$ cat src/rtl/sap1e_pkg.sv
// Shared constants and helpers for the CPU output-port display:
// segment codes, converter FSM encoding and the double-dabble step.
package sap1e_pkg;

    // Active-low {g,f,e,d,c,b,a} segment patterns
    localparam logic [6:0] SEG_0     = 7'h40;
    localparam logic [6:0] SEG_1     = 7'h79;
    localparam logic [6:0] SEG_2     = 7'h24;
    localparam logic [6:0] SEG_3     = 7'h30;
    localparam logic [6:0] SEG_4     = 7'h19;
    localparam logic [6:0] SEG_5     = 7'h12;
    localparam logic [6:0] SEG_6     = 7'h02;
    localparam logic [6:0] SEG_7     = 7'h78;
    localparam logic [6:0] SEG_8     = 7'h00;
    localparam logic [6:0] SEG_9     = 7'h10;
    localparam logic [6:0] SEG_BLANK = 7'h7F;
    localparam logic [6:0] SEG_MINUS = 7'h3F;

    localparam int DATA_W     = 8;
    localparam int BCD_DIGITS = 3;
    localparam int DBL_W      = DATA_W + 4 * BCD_DIGITS;

    typedef enum logic [1:0] {
        ST_IDLE  = 2'd0,
        ST_SHIFT = 2'd1,
        ST_DONE  = 2'd2
    } conv_state_t;

    function automatic logic [DATA_W-1:0] magnitude(input logic [DATA_W-1:0] v,
                                                   input logic              neg);
        return neg ? (~v + 8'd1) : v;
    endfunction

    // One double-dabble iteration on {bcd, binary}: add-3 correction, then shift
    function automatic logic [DBL_W-1:0] dabble_step(input logic [DBL_W-1:0] acc);
        logic [DBL_W-1:0] adj;
        adj = acc;
        for (int d = 0; d < BCD_DIGITS; d++) begin
            if (adj[DATA_W + 4*d +: 4] >= 4'd5)
                adj[DATA_W + 4*d +: 4] = adj[DATA_W + 4*d +: 4] + 4'd3;
        end
        return {adj[DBL_W-2:0], 1'b0};
    endfunction

endpackage

$ cat src/rtl/out_display_seg7_decode.sv
// Combinational BCD digit to active-low 7-segment pattern, with a blank override.
module seg7_decode
    import sap1e_pkg::*;
(
    input  logic [3:0] i_bcd,
    input  logic       i_blank,
    output logic [6:0] o_seg
);

    always_comb begin
        // NOTE: a default on every combinational output keeps unlisted codes from inferring a latch.
        o_seg = SEG_BLANK;
        if (!i_blank) begin
            case (i_bcd)
                4'd0:    o_seg = SEG_0;
                4'd1:    o_seg = SEG_1;
                4'd2:    o_seg = SEG_2;
                4'd3:    o_seg = SEG_3;
                4'd4:    o_seg = SEG_4;
                4'd5:    o_seg = SEG_5;
                4'd6:    o_seg = SEG_6;
                4'd7:    o_seg = SEG_7;
                4'd8:    o_seg = SEG_8;
                4'd9:    o_seg = SEG_9;
                default: o_seg = SEG_BLANK;
            endcase
        end
    end

endmodule

$ cat src/rtl/out_display.sv
// CPU output-port display: binary-to-BCD conversion on value change and
// a multiplexed 4-digit 7-segment scan with optional leading minus.
module out_display
    import sap1e_pkg::*;
#(
    parameter int REFRESH_DIV = 4
) (
    input  logic       clk,
    input  logic       reset,
    input  logic [7:0] out_in,
    input  logic       signed_mode,
    output logic [6:0] seg,
    output logic [3:0] an,
    output logic       busy
);

    localparam int               PRE_W    = (REFRESH_DIV > 1) ? $clog2(REFRESH_DIV) : 1;
    localparam logic [PRE_W-1:0] PRE_LAST = PRE_W'(REFRESH_DIV - 1);

    conv_state_t      r_state;
    conv_state_t      w_next_state;
    logic [7:0]       r_shadow;
    logic             r_shadow_mode;
    logic [DBL_W-1:0] r_acc;
    logic [2:0]       r_count;
    logic             r_neg;
    logic [3:0]       r_disp_h;
    logic [3:0]       r_disp_t;
    logic [3:0]       r_disp_o;
    logic             r_disp_neg;
    logic [PRE_W-1:0] r_pre;
    logic [1:0]       r_idx;
    logic [6:0]       r_seg;
    logic [3:0]       r_an;

    logic             w_change;
    logic             w_in_neg;
    logic             w_shift_last;
    logic [3:0]       w_bcd;
    logic             w_blank;
    logic [6:0]       w_dec_seg;
    logic [6:0]       w_seg_next;

    assign w_change     = (out_in != r_shadow) || (signed_mode != r_shadow_mode);
    assign w_in_neg     = signed_mode & out_in[7];
    assign w_shift_last = (r_count == 3'd7);

    always_ff @(posedge clk or posedge reset) begin
        // NOTE: non-blocking assignments so every register samples pre-edge values.
        if (reset) r_state <= ST_IDLE;
        else       r_state <= w_next_state;
    end

    always_comb begin
        w_next_state = r_state;
        case (r_state)
            ST_IDLE:  if (w_change)     w_next_state = ST_SHIFT;
            ST_SHIFT: if (w_shift_last) w_next_state = ST_DONE;
            ST_DONE:                    w_next_state = ST_IDLE;
            default:                    w_next_state = ST_IDLE;
        endcase
    end

    always_comb begin
        busy = (r_state != ST_IDLE);
    end

    // Shadows are only reloaded in IDLE, so edits during a conversion wait their turn
    always_ff @(posedge clk or posedge reset) begin
        if (reset) begin
            r_shadow      <= 8'h00;
            r_shadow_mode <= 1'b0;
            r_acc         <= '0;
            r_count       <= 3'd0;
            r_neg         <= 1'b0;
            r_disp_h      <= 4'd0;
            r_disp_t      <= 4'd0;
            r_disp_o      <= 4'd0;
            r_disp_neg    <= 1'b0;
        end else begin
            case (r_state)
                ST_IDLE: begin
                    if (w_change) begin
                        r_shadow      <= out_in;
                        r_shadow_mode <= signed_mode;
                        r_acc         <= {12'h000, magnitude(out_in, w_in_neg)};
                        r_neg         <= w_in_neg;
                        r_count       <= 3'd0;
                    end
                end
                ST_SHIFT: begin
                    r_acc   <= dabble_step(r_acc);
                    r_count <= r_count + 3'd1;
                end
                ST_DONE: begin
                    r_disp_h   <= r_acc[19:16];
                    r_disp_t   <= r_acc[15:12];
                    r_disp_o   <= r_acc[11:8];
                    r_disp_neg <= r_neg;
                end
                default: ;
            endcase
        end
    end

    // Leading-zero suppression: tens hide only when hundreds are also zero
    always_comb begin
        w_bcd   = r_disp_o;
        w_blank = 1'b0;
        case (r_idx)
            2'd0: begin
                w_bcd   = r_disp_o;
                w_blank = 1'b0;
            end
            2'd1: begin
                w_bcd   = r_disp_t;
                w_blank = (r_disp_h == 4'd0) && (r_disp_t == 4'd0);
            end
            2'd2: begin
                w_bcd   = r_disp_h;
                w_blank = (r_disp_h == 4'd0);
            end
            default: begin
                w_bcd   = 4'd0;
                w_blank = 1'b1;
            end
        endcase
    end

    seg7_decode u_decode (
        .i_bcd   (w_bcd),
        .i_blank (w_blank),
        .o_seg   (w_dec_seg)
    );

    assign w_seg_next = (r_idx == 2'd3) ? (r_disp_neg ? SEG_MINUS : SEG_BLANK) : w_dec_seg;

    always_ff @(posedge clk or posedge reset) begin
        if (reset) begin
            r_pre <= '0;
            r_idx <= 2'd0;
            r_seg <= SEG_BLANK;
            r_an  <= 4'hF;
        end else begin
            if (r_pre == PRE_LAST) begin
                r_pre <= '0;
                r_idx <= r_idx + 2'd1;
            end else begin
                r_pre <= r_pre + PRE_W'(1);
            end
            r_seg <= w_seg_next;
            r_an  <= ~(4'b0001 << r_idx);
        end
    end

    assign seg = r_seg;
    assign an  = r_an;

endmodule

$ cat config.mk
export PLATFORM = sky130hd
export DESIGN_NAME = out_display
export DESIGN_NICKNAME = d
export VERILOG_FILES = /design/src/rtl/sap1e_pkg.sv /design/src/rtl/out_display_seg7_decode.sv /design/src/rtl/out_display.sv
export SDC_FILE = /design/constraint.sdc
export NUM_CORES = 1
export LEC_CHECK = 0
export CAP_MARGIN = 20
export CORE_MARGIN = 2
export CORE_UTILIZATION = 30
export CTS_BUF_LIST = sky130_fd_sc_hd__clkbuf_4
export CTS_CLUSTER_DIAMETER = 200
export DETAILED_ROUTE_END_ITERATION = 8
export PLACE_DENSITY = 0.48
export SLEW_MARGIN = 25
export SYNTH_ARGS = -nofsm -noshare
export SYNTH_HDL_FRONTEND = slang
export SYNTH_SLANG_ARGS = --single-unit
$ cat constraint.sdc
create_clock -name clk -period 6 [get_ports clk]
set_input_delay 1.2 -clock clk [delete_from_list [all_inputs] [get_ports clk]]
set_output_delay 1.2 -clock clk [all_outputs]
set_load 0.05 [all_outputs]
==> results of run 1 <==
-- logic make-up (layout without fill, tap and decap cells) --
| logic type | after synthesis | count (layout) | synth area share (%) |
|---|---|---|---|
| buffers and inverters | 29 | 61 | 3.80 |
| AND/OR/NAND/NOR | 78 | 78 | 12.4 |
| multiplexers | 16 | 16 | 5.84 |
| AO/OA/AOI/OAI | 67 | 67 | 14.2 |
| XOR/XNOR | 19 | 19 | 5.32 |
| flip-flops | 63 | 63 | 50.9 |
| adder cells (fa/ha/maj) | 19 | 19 | 7.61 |
-- critical path: stages, from the launching register on --
cell	delay [ns]
dfrtp_1	0.48
nor2_1	0.30
inv_1	0.16
clkdlybuf4s50_1	0.73
-- power by group --
group	internal [mW]	switching, mW	leakage, nW
registers	0.610	0.119	0.770
logic	0.341	0.455	0.757
clock network	0.133	0.148	0.0780
-- synth_stat cells (all sizes together) (5+ instances only) --
cell and instances:
mux2 15, inv 22, xnor2 7, a21oi 13, ha 19, nor2 14, o22ai 5, dfstp 11
dfrtp 52, nor3 6, nand2 32, xor2 12, o21ai 28, nand2b 5, nand3 9
-- flip-flops by register name (all words and copies together), names as in the netlist --
register and cells:
r_disp_h 4, seg 7, r_disp_t 4, r_idx 2, r_pre 2, r_disp_o 4, r_acc 20, r_disp_neg 1
r_state 2, r_shadow_mode 1, an 4, r_shadow 8, r_neg 1, r_count 3
-- metal layers --
metal / wire length [um] / global-route usage [%] / share of wire [%]
met4: 100 / 3.85 / 1.6
met3: 245 / 3.86 / 4.0
met5: 0 / 0 / 0
met2: 2940 / 20.3 / 48
met1: 2780 / 15.2 / 46
-- cell type report --
class | count | share of cell area, %
clock inverters | 5 | 1.35
inverters | 22 | 2.28
repair buffers | 23 | 6.29
multi-input cells | 199 | 39.1
clock buffers | 11 | 2.28
well taps | 136 | 4.70
flip-flops and latches | 63 | 43.9
-- worst min-delay path by stage --
stage                         from  slack, ns        to  cells after the start
after CTS                 r_pre[0]       0.44  r_pre[0]                      1
after global routing      r_pre[0]       0.49  r_pre[0]                      1
after detailed placement  r_pre[0]       0.42  r_pre[0]                      1
after global placement    r_pre[0]       0.42  r_pre[0]                      1
final                     r_pre[0]       0.44  r_pre[0]                      1
after floorplan           r_pre[0]       0.40  r_pre[0]                      1
==> impl_metrics.toml, run 1 <==
[status]
status = "complete, no violations"

[clocking]
post_cts_buffers = 0
cts_tree = "yes"
cts-root-buf = "clkbuf_4"
clk_latency_ns = 0.40
clk_pin_slew_ns = 0.10
cts.sinks = 63
clk_path_buf_depth = 2
cts_made_buffers = 9
hold_buffers = 0
cts_repair_resize_count = 0
htree_levels = 3

[placement]
hpwl_mm = 4.23
port_buffers = 22
finalWeightedCongestion = 0.768
placed_cell_area_um2 = 3490
place_ws_ns = 2.68
dp_cells = 443

[pwr]
vdd_ir_drop_max_mv = 0.228
p_total_mw = 1.81
p_leak_nw = 1.60
pwr_density_cell_nw_per_um2 = 499

[floorplanning]
rows = 37
die-area_um2 = 11300
die_x_um = 106
start_util_pct = 30.5
core_um2 = 10200
io_pins = 23
die_h_um = 106

[cells_and_area]
drive_gt1_share_pct = 16.7
area_growth_pct = 15.8
multi_input_area_um2 = 1420
seq_area_um2 = 1590
layout_commonest_cell = "dfrtp_1"
fin_area_um2 = 3620
finalNetCount = 348
final_cell_mix = "dfrtp_1 (52), nand2_1 (32), o21ai_0 (28), clkdlybuf4s50_1 (22), inv_1 (21)"
stdcell_count = 459
num_antenna_cells = 0
nFillCells = 1002
post-route-util_pct = 35.4

[critical_path]
critPathKind = "flip-flop to output pin"
crit_fanout = 7
r2r_slack_ns = 3.90
worstPathRequired_ns = 4.80
start_kind = "flip-flop"
critPathLaunch = "r_state[1]"
regToRegEndpoint = "seg[3]"
crit_arrival_ns = 2.08
endpoint = "busy"
crit_path_end_kind = "output pin"
r2r-start = "r_idx[0]"
reg2regPathDepth = 7

[sta]
period_share_pct = 54.6
rsz0062_at_grt = "no"
setup_tns_ns = 0
hold_ws_ns = 0.437
worstMarginPinSlew_ns = 0.791
slew_viol_final = 0
finalCriticalPeriod_ns = 3.28
finalClockSkew_ns = 0.0148
fin_ws_ns = 2.72
max_freq_mhz = 305
setup_viol = 0
relSlewSlack_pct = 47.1
hold_violations = 0

[synthesis]
synth_cells = 291
ys.flop_type = "dfrtp_1"
ys_seq_elements = 63
ys_warn_count = 0
yosysTopAreaCell = "dfrtp_1"
synth-async-reset-ratio_pct = 100
synth_top_area_share_pct = 41.6
synth_cell_type_count = 41
syn_avg_cell_area_um2 = 10.7
seq_area_frac_synth_pct = 50.9
synth_top_cells_by_area = "dfrtp_1 (42%), dfstp_2 (9.2%), ha_1 (7.6%)"
synth_edf_count = 0
syn-cell-area_um2 = 3130
synth.net_count = 321

[drt]
dr.pass1.iters = 7
routed_wl_mm = 6.07
drc_errors = 0
drtIter0Drc = 121
wire_per_inst_um = 13.2
antenna_left = 0
vias_per_cell = 4.68
route.vias.total = 2149

[global_route]
antenna_found_initial = 0
grt_overflow_total = 0
grt_pass1_wl_mm = 10.9
grt_usage_pct = 12.2
grt_pass1_vias = 2223
grt_max_degree = 64

[hold_path]
hold_path_class = "flip-flop to flip-flop"

[run]
maxCapViolCount = 0
(Power assumes the default switching activity.)
==> run 2: changes to the inputs <==
==> constraint.sdc (replaced) <==
create_clock -name clk -period 3.2 [get_ports clk]
set_input_delay 0.64 -clock clk [delete_from_list [all_inputs] [get_ports clk]]
set_output_delay 0.64 -clock clk [all_outputs]
set_load 0.05 [all_outputs]
==> run 2 against run 1 <==
Clock power up 85%. First-iteration DRC count is 59% lower. Sequential power increased by 87%. Register-to-register slack got worse by 2.8 ns. Clock skew shrank 0.0016 ns. Utilization up 0.15 points. Critical path type unchanged. Highest routed layer unchanged.
==> impl_metrics.toml, run 2 (synthesized netlist as in run 1, its figures left out) <==
[status]
status = "complete, no violations"

[drt]
drc_errors = 0
antenna_left = 0
route.vias.total = 2146
dr.pass1.iters = 4
drtIter0Drc = 50
wire_per_inst_um = 13.2
routed_wl_mm = 6.07
vias_per_cell = 4.66

[clocking]
clk_pin_slew_ns = 0.11
cts_tree = "yes"
clk_latency_ns = 0.40
cts_repair_resize_count = 0
cts_made_buffers = 9
clk_path_buf_depth = 2
htree_levels = 3
cts-root-buf = "clkbuf_4"
hold_buffers = 0
post_cts_buffers = 0
cts.sinks = 63

[placement]
placed_cell_area_um2 = 3500
hpwl_mm = 4.44
port_buffers = 22
finalWeightedCongestion = 0.856
place_ws_ns = 0.459

[cells_and_area]
area_growth_pct = 16.3
drive_gt1_share_pct = 17.2
largest_reg_flops = 20
nFillCells = 1055
finalNetCount = 350
multi_input_area_um2 = 1420
final_cell_mix = "dfrtp_1 (52), nand2_1 (32), o21ai_0 (28), clkdlybuf4s50_1 (22), inv_1 (21)"
registers.top_by_ff_count = "r_acc"
post-route-util_pct = 35.5
seq_area_um2 = 1590
fin_area_um2 = 3630
layout_commonest_cell = "dfrtp_1"
num_antenna_cells = 0

[run]
maxCapViolCount = 0

[floorplanning]
io_pins = 23
die-area_um2 = 11300
rows = 37
die_x_um = 106
core_um2 = 10200
start_util_pct = 30.5
die_h_um = 106

[sta]
finalCriticalPeriod_ns = 2.72
rsz0062_at_grt = "no"
max_freq_mhz = 368
worstMarginPinSlew_ns = 0.812
fin_ws_ns = 0.481
slew_viol_final = 0
period_share_pct = 85.0
hold_violations = 0
relSlewSlack_pct = 45.9
setup_viol = 0
finalClockSkew_ns = 0.0132
setup_tns_ns = 0

[hold_path]
hold_depth = 1
hp-start = "r_pre[0]"
hold_path_class = "flip-flop to flip-flop"
holdPathEnd = "r_pre[0]"

[pwr]
p_leak_nw = 1.61
pwr_density_cell_nw_per_um2 = 931
vdd_ir_drop_max_mv = 0.389

[critical_path]
regToRegEndpoint = "seg[6]"
r2r_slack_ns = 1.12
start_kind = "flip-flop"
crit_path_end_kind = "output pin"
crit_arrival_ns = 2.08
r2r-start = "r_idx[0]"
worstPathRequired_ns = 2.56
reg2regPathDepth = 8
critPathKind = "flip-flop to output pin"
crit_fanout = 7

[global_route]
grt_overflow_total = 0
grt_usage_pct = 11.9
grt_max_degree = 34
grt_pass1_wl_mm = 10.5
antenna_found_initial = 0
grt_pass1_vias = 2114
[run 2: changes by cell type in the layout (fill, tap and decap cells not counted)]
cell | previous run | this run
buf_4 | 1 | 3
clkbuf_4 | 11 | 9
clkinvlp_4 | 0 | 2
[run 2: how the worst max path moves through the flow]
| stage | start | end | slack, ns | depth (start not counted) |
|---|---|---|---|---|
| detailed placement | out_in[0] | r_acc[1] | 0.46 | 6 |
| finish | r_state[1] | busy | 0.48 | 3 |
| CTS | r_state[1] | busy | 0.47 | 3 |
| floorplan | reset | r_acc[0] | 1.01 | 1 |
| global route | r_state[1] | busy | 0.38 | 3 |
| global placement | out_in[0] | r_acc[2] | 0.48 | 6 |
[run 2: routing by layer]
metal	wire length [um]	track usage [%]	vias up
li1	-	-	1079
met1	2760	14.6	1019
met2	3030	20.6	43
met3	227	3.86	5
met4	62	2.82	0
met5	0	0	-
[run 2: area by class of cell]
cell class | instances | share of cell area [%]
clock buffer | 9 | 1.86
clock inverter | 7 | 1.76
inverter | 22 | 2.27
multi-input combinational | 199 | 39.0
timing repair buffer | 25 | 6.68
sequential | 63 | 43.8
tap | 136 | 4.68
[run 2: where the power goes]
group,leakage [nW],total [mW],switching (mW),internal (mW)
Combinational,0.766,1.50,0.858,0.643
Sequential,0.770,1.36,0.219,1.14
Clock,0.0691,0.519,0.287,0.231
[run 2: per-stage QoR]
stage | power [mW] | std cells | hold WS (ns)
finish | 3.38 | 461 | 0.442
global route | 3.68 | 461 | 0.469
CTS | 3.43 | 461 | 0.449
detailed placement | 2.90 | 445 | 0.432
global placement | 2.88 | 445 | 0.415
floorplan | 2.53 | 291 | 0.403
[run 2: worst max-delay path: stages (launching register included)]
cell and delay (ns):
dfrtp_1 0.48, nor2_1 0.29, inv_1 0.17, clkdlybuf4s50_1 0.73
==> run 3: changes to the inputs <==
--- a/config.mk
+++ b/config.mk
@@ -11,7 +11,7 @@
 export CTS_BUF_LIST = sky130_fd_sc_hd__clkbuf_4
 export CTS_CLUSTER_DIAMETER = 200
 export DETAILED_ROUTE_END_ITERATION = 8
-export PLACE_DENSITY = 0.48
+export PLACE_DENSITY = 0.5
 export SLEW_MARGIN = 25
 export SYNTH_ARGS = -nofsm -noshare
 export SYNTH_HDL_FRONTEND = slang
==> constraint.sdc (replaced) <==
create_clock -name clk -period 2.4 [get_ports clk]
set_input_delay 0.48 -clock clk [delete_from_list [all_inputs] [get_ports clk]]
set_output_delay 0.48 -clock clk [all_outputs]
set_load 0.05 [all_outputs]
==> run 3 against run 2 <==
Global-route usage is 0.51 points higher. Total power is 38% higher. Cell count is 2.6% higher. Clock skew is 0.0090 ns higher. Non-clock buffer count is 12 higher. Cell area is 3.4% higher. Setup slack worse by 0.30 ns. Critical path depth is 2 lower. Flip-flop and latch count stayed put. Clock-buffer cell count stayed put. Critical path type unchanged. Critical endpoint is now an[0]. Largest cell class unchanged. Highest routed layer unchanged.
==> impl_metrics.toml, run 3 (synthesized netlist as in run 1, its figures left out) <==
[status]
status = "complete, no violations"

[clocking]
htree_levels = 3
post_cts_buffers = 0
clk_path_buf_depth = 2
clk_pin_slew_ns = 0.13
cts_tree = "yes"
cts.sinks = 63
cts-root-buf = "clkbuf_4"
cts_made_buffers = 9
cts_repair_resize_count = 1
clk_latency_ns = 0.41
hold_buffers = 0

[critical_path]
crit_arrival_ns = 1.74
start_kind = "flip-flop"
worstPathRequired_ns = 1.92
worstPathCellList = "clkdlybuf4s50_1"
critPathKind = "flip-flop to output pin"
crit_path_end_kind = "output pin"
crit_path_max_incr_delay_ns = 0.79
crit_fanout = 1
cp.buffers_inverters = 1
critPathTopFamily = "buffers and inverters"
critPathSlowestCell = "clkdlybuf4s50_1"

[cells_and_area]
seq_area_um2 = 1590
num_antenna_cells = 0
multi_input_area_um2 = 1420
layout_commonest_cell = "dfrtp_1"
registers.top_by_ff_count = "r_acc"
largest_reg_flops = 20
drive_gt1_share_pct = 20.5
area_growth_pct = 20.2
finalNetCount = 362
fin_area_um2 = 3760
nFillCells = 1010
final_cell_mix = "dfrtp_1 (52), nand2_1 (32), o21ai_0 (28), inv_1 (21), clkdlybuf4s50_1 (21)"

[sta]
max_freq_mhz = 451
finalCriticalPeriod_ns = 2.22
hold_violations = 0
setup_viol = 0
finalClockSkew_ns = 0.0222
setup_tns_ns = 0
worstMarginPinSlew_ns = 0.809
period_share_pct = 92.3
slew_viol_final = 0
relSlewSlack_pct = 46.0
rsz0062_at_grt = "no"

[run]
maxCapViolCount = 0

[placement]
hpwl_mm = 4.43
placed_cell_area_um2 = 3620
port_buffers = 22
finalWeightedCongestion = 0.723

[hold_path]
hold_path_class = "flip-flop to flip-flop"

[global_route]
grt_usage_pct = 12.5
grt_max_degree = 64
grt_overflow_total = 0
grt_pass1_wl_mm = 11.1
antenna_found_initial = 0
grt_pass1_vias = 2319

[floorplanning]
die-area_um2 = 11300
core_um2 = 10200
rows = 37
start_util_pct = 30.5
die_h_um = 106
die_x_um = 106
io_pins = 23

[pwr]
p_leak_nw = 1.68
pwr_density_cell_nw_per_um2 = 1240
p_clk_share_pct = 15.4
combinationalPowerShare_pct = 45.6
intPower_mw = 2.79
pwr-share-seq_pct = 38.9
swShare_pct = 40.1
p_sw_mw = 1.87
vdd_ir_drop_max_mv = 0.482

[drt]
dr.pass1.iters = 4
drc_errors = 0
vias_per_cell = 4.58
routed_wl_mm = 6.15
drtIter0Drc = 87
antenna_left = 0
route.vias.total = 2168
wire_per_inst_um = 13.0
==> run 3: cell count changes in the layout (fill, tap and decap cells not counted), sizes merged <==
cell | before | now
buf | 3 | 15
clkdlybuf4s50 | 22 | 21
clkinv | 4 | 5
clkinvlp | 2 | 1
dlygate4sd2 | 0 | 1
==> run 3: stage by stage <==
step                      hold WS [ns]  power [mW]  utilization [%]  cells  worst slack (ns)
after floorplan                  0.403        3.37                -    291             0.368
after global placement           0.416        3.96             35.4    457             0.127
after detailed placement         0.418        4.00             35.4    457             0.125
after CTS                        0.435        4.73             36.7    473             0.152
after global routing             0.453        5.10             36.7    473            0.0533
final                            0.434        4.67             36.7    473             0.184
==> run 3: path summary, 6_finish.rpt <==
| kind | startpoint | end | slack [ns] | cells after the start |
|---|---|---|---|---|
| worst max-delay path | an[0] | an[0] | 0.18 | 1 |
| worst min-delay path | r_pre[0] | r_pre[0] | 0.43 | 1 |
| worst max register to register | r_idx[1] | seg[6] | 0.31 | 9 |
| worst min register to register | r_pre[0] | r_pre[0] | 0.43 | 1 |
| max in group asynchronous | reset | an[1] | 1.64 | 3 |
| min in group asynchronous | reset | r_idx[1] | 0.44 | 3 |
==> run 3: power by group through the flow <==
stage	Combinational [mW]	Sequential (mW)	Clock, mW
2_1_floorplan	1.43	1.95	0
3_3_place_gp	2.13	1.83	0
3_5_place_dp	2.16	1.84	0
4_1_cts	2.16	1.82	0.754
5_1_grt	2.41	1.88	0.806
6_report	2.13	1.82	0.721
==> run 3: final cells by class <==
cell class / instances / area share [%]
Clock buffer: 9 / 1.80
Clock inverter: 7 / 1.96
Inverter: 22 / 2.20
Multi-Input combinational cell: 199 / 37.7
Sequential cell: 63 / 42.3
Tap cell: 136 / 4.53
Timing Repair Buffer: 37 / 9.49
==> run 3: per-layer routing <==
metal  vias up  GRT usage, %  wire length, um
met5         -             0                0
met4         0          4.14              109
met3        10          3.74              200
met2        33          21.2             3060
met1      1019          15.0             2790
li1       1106             -                -
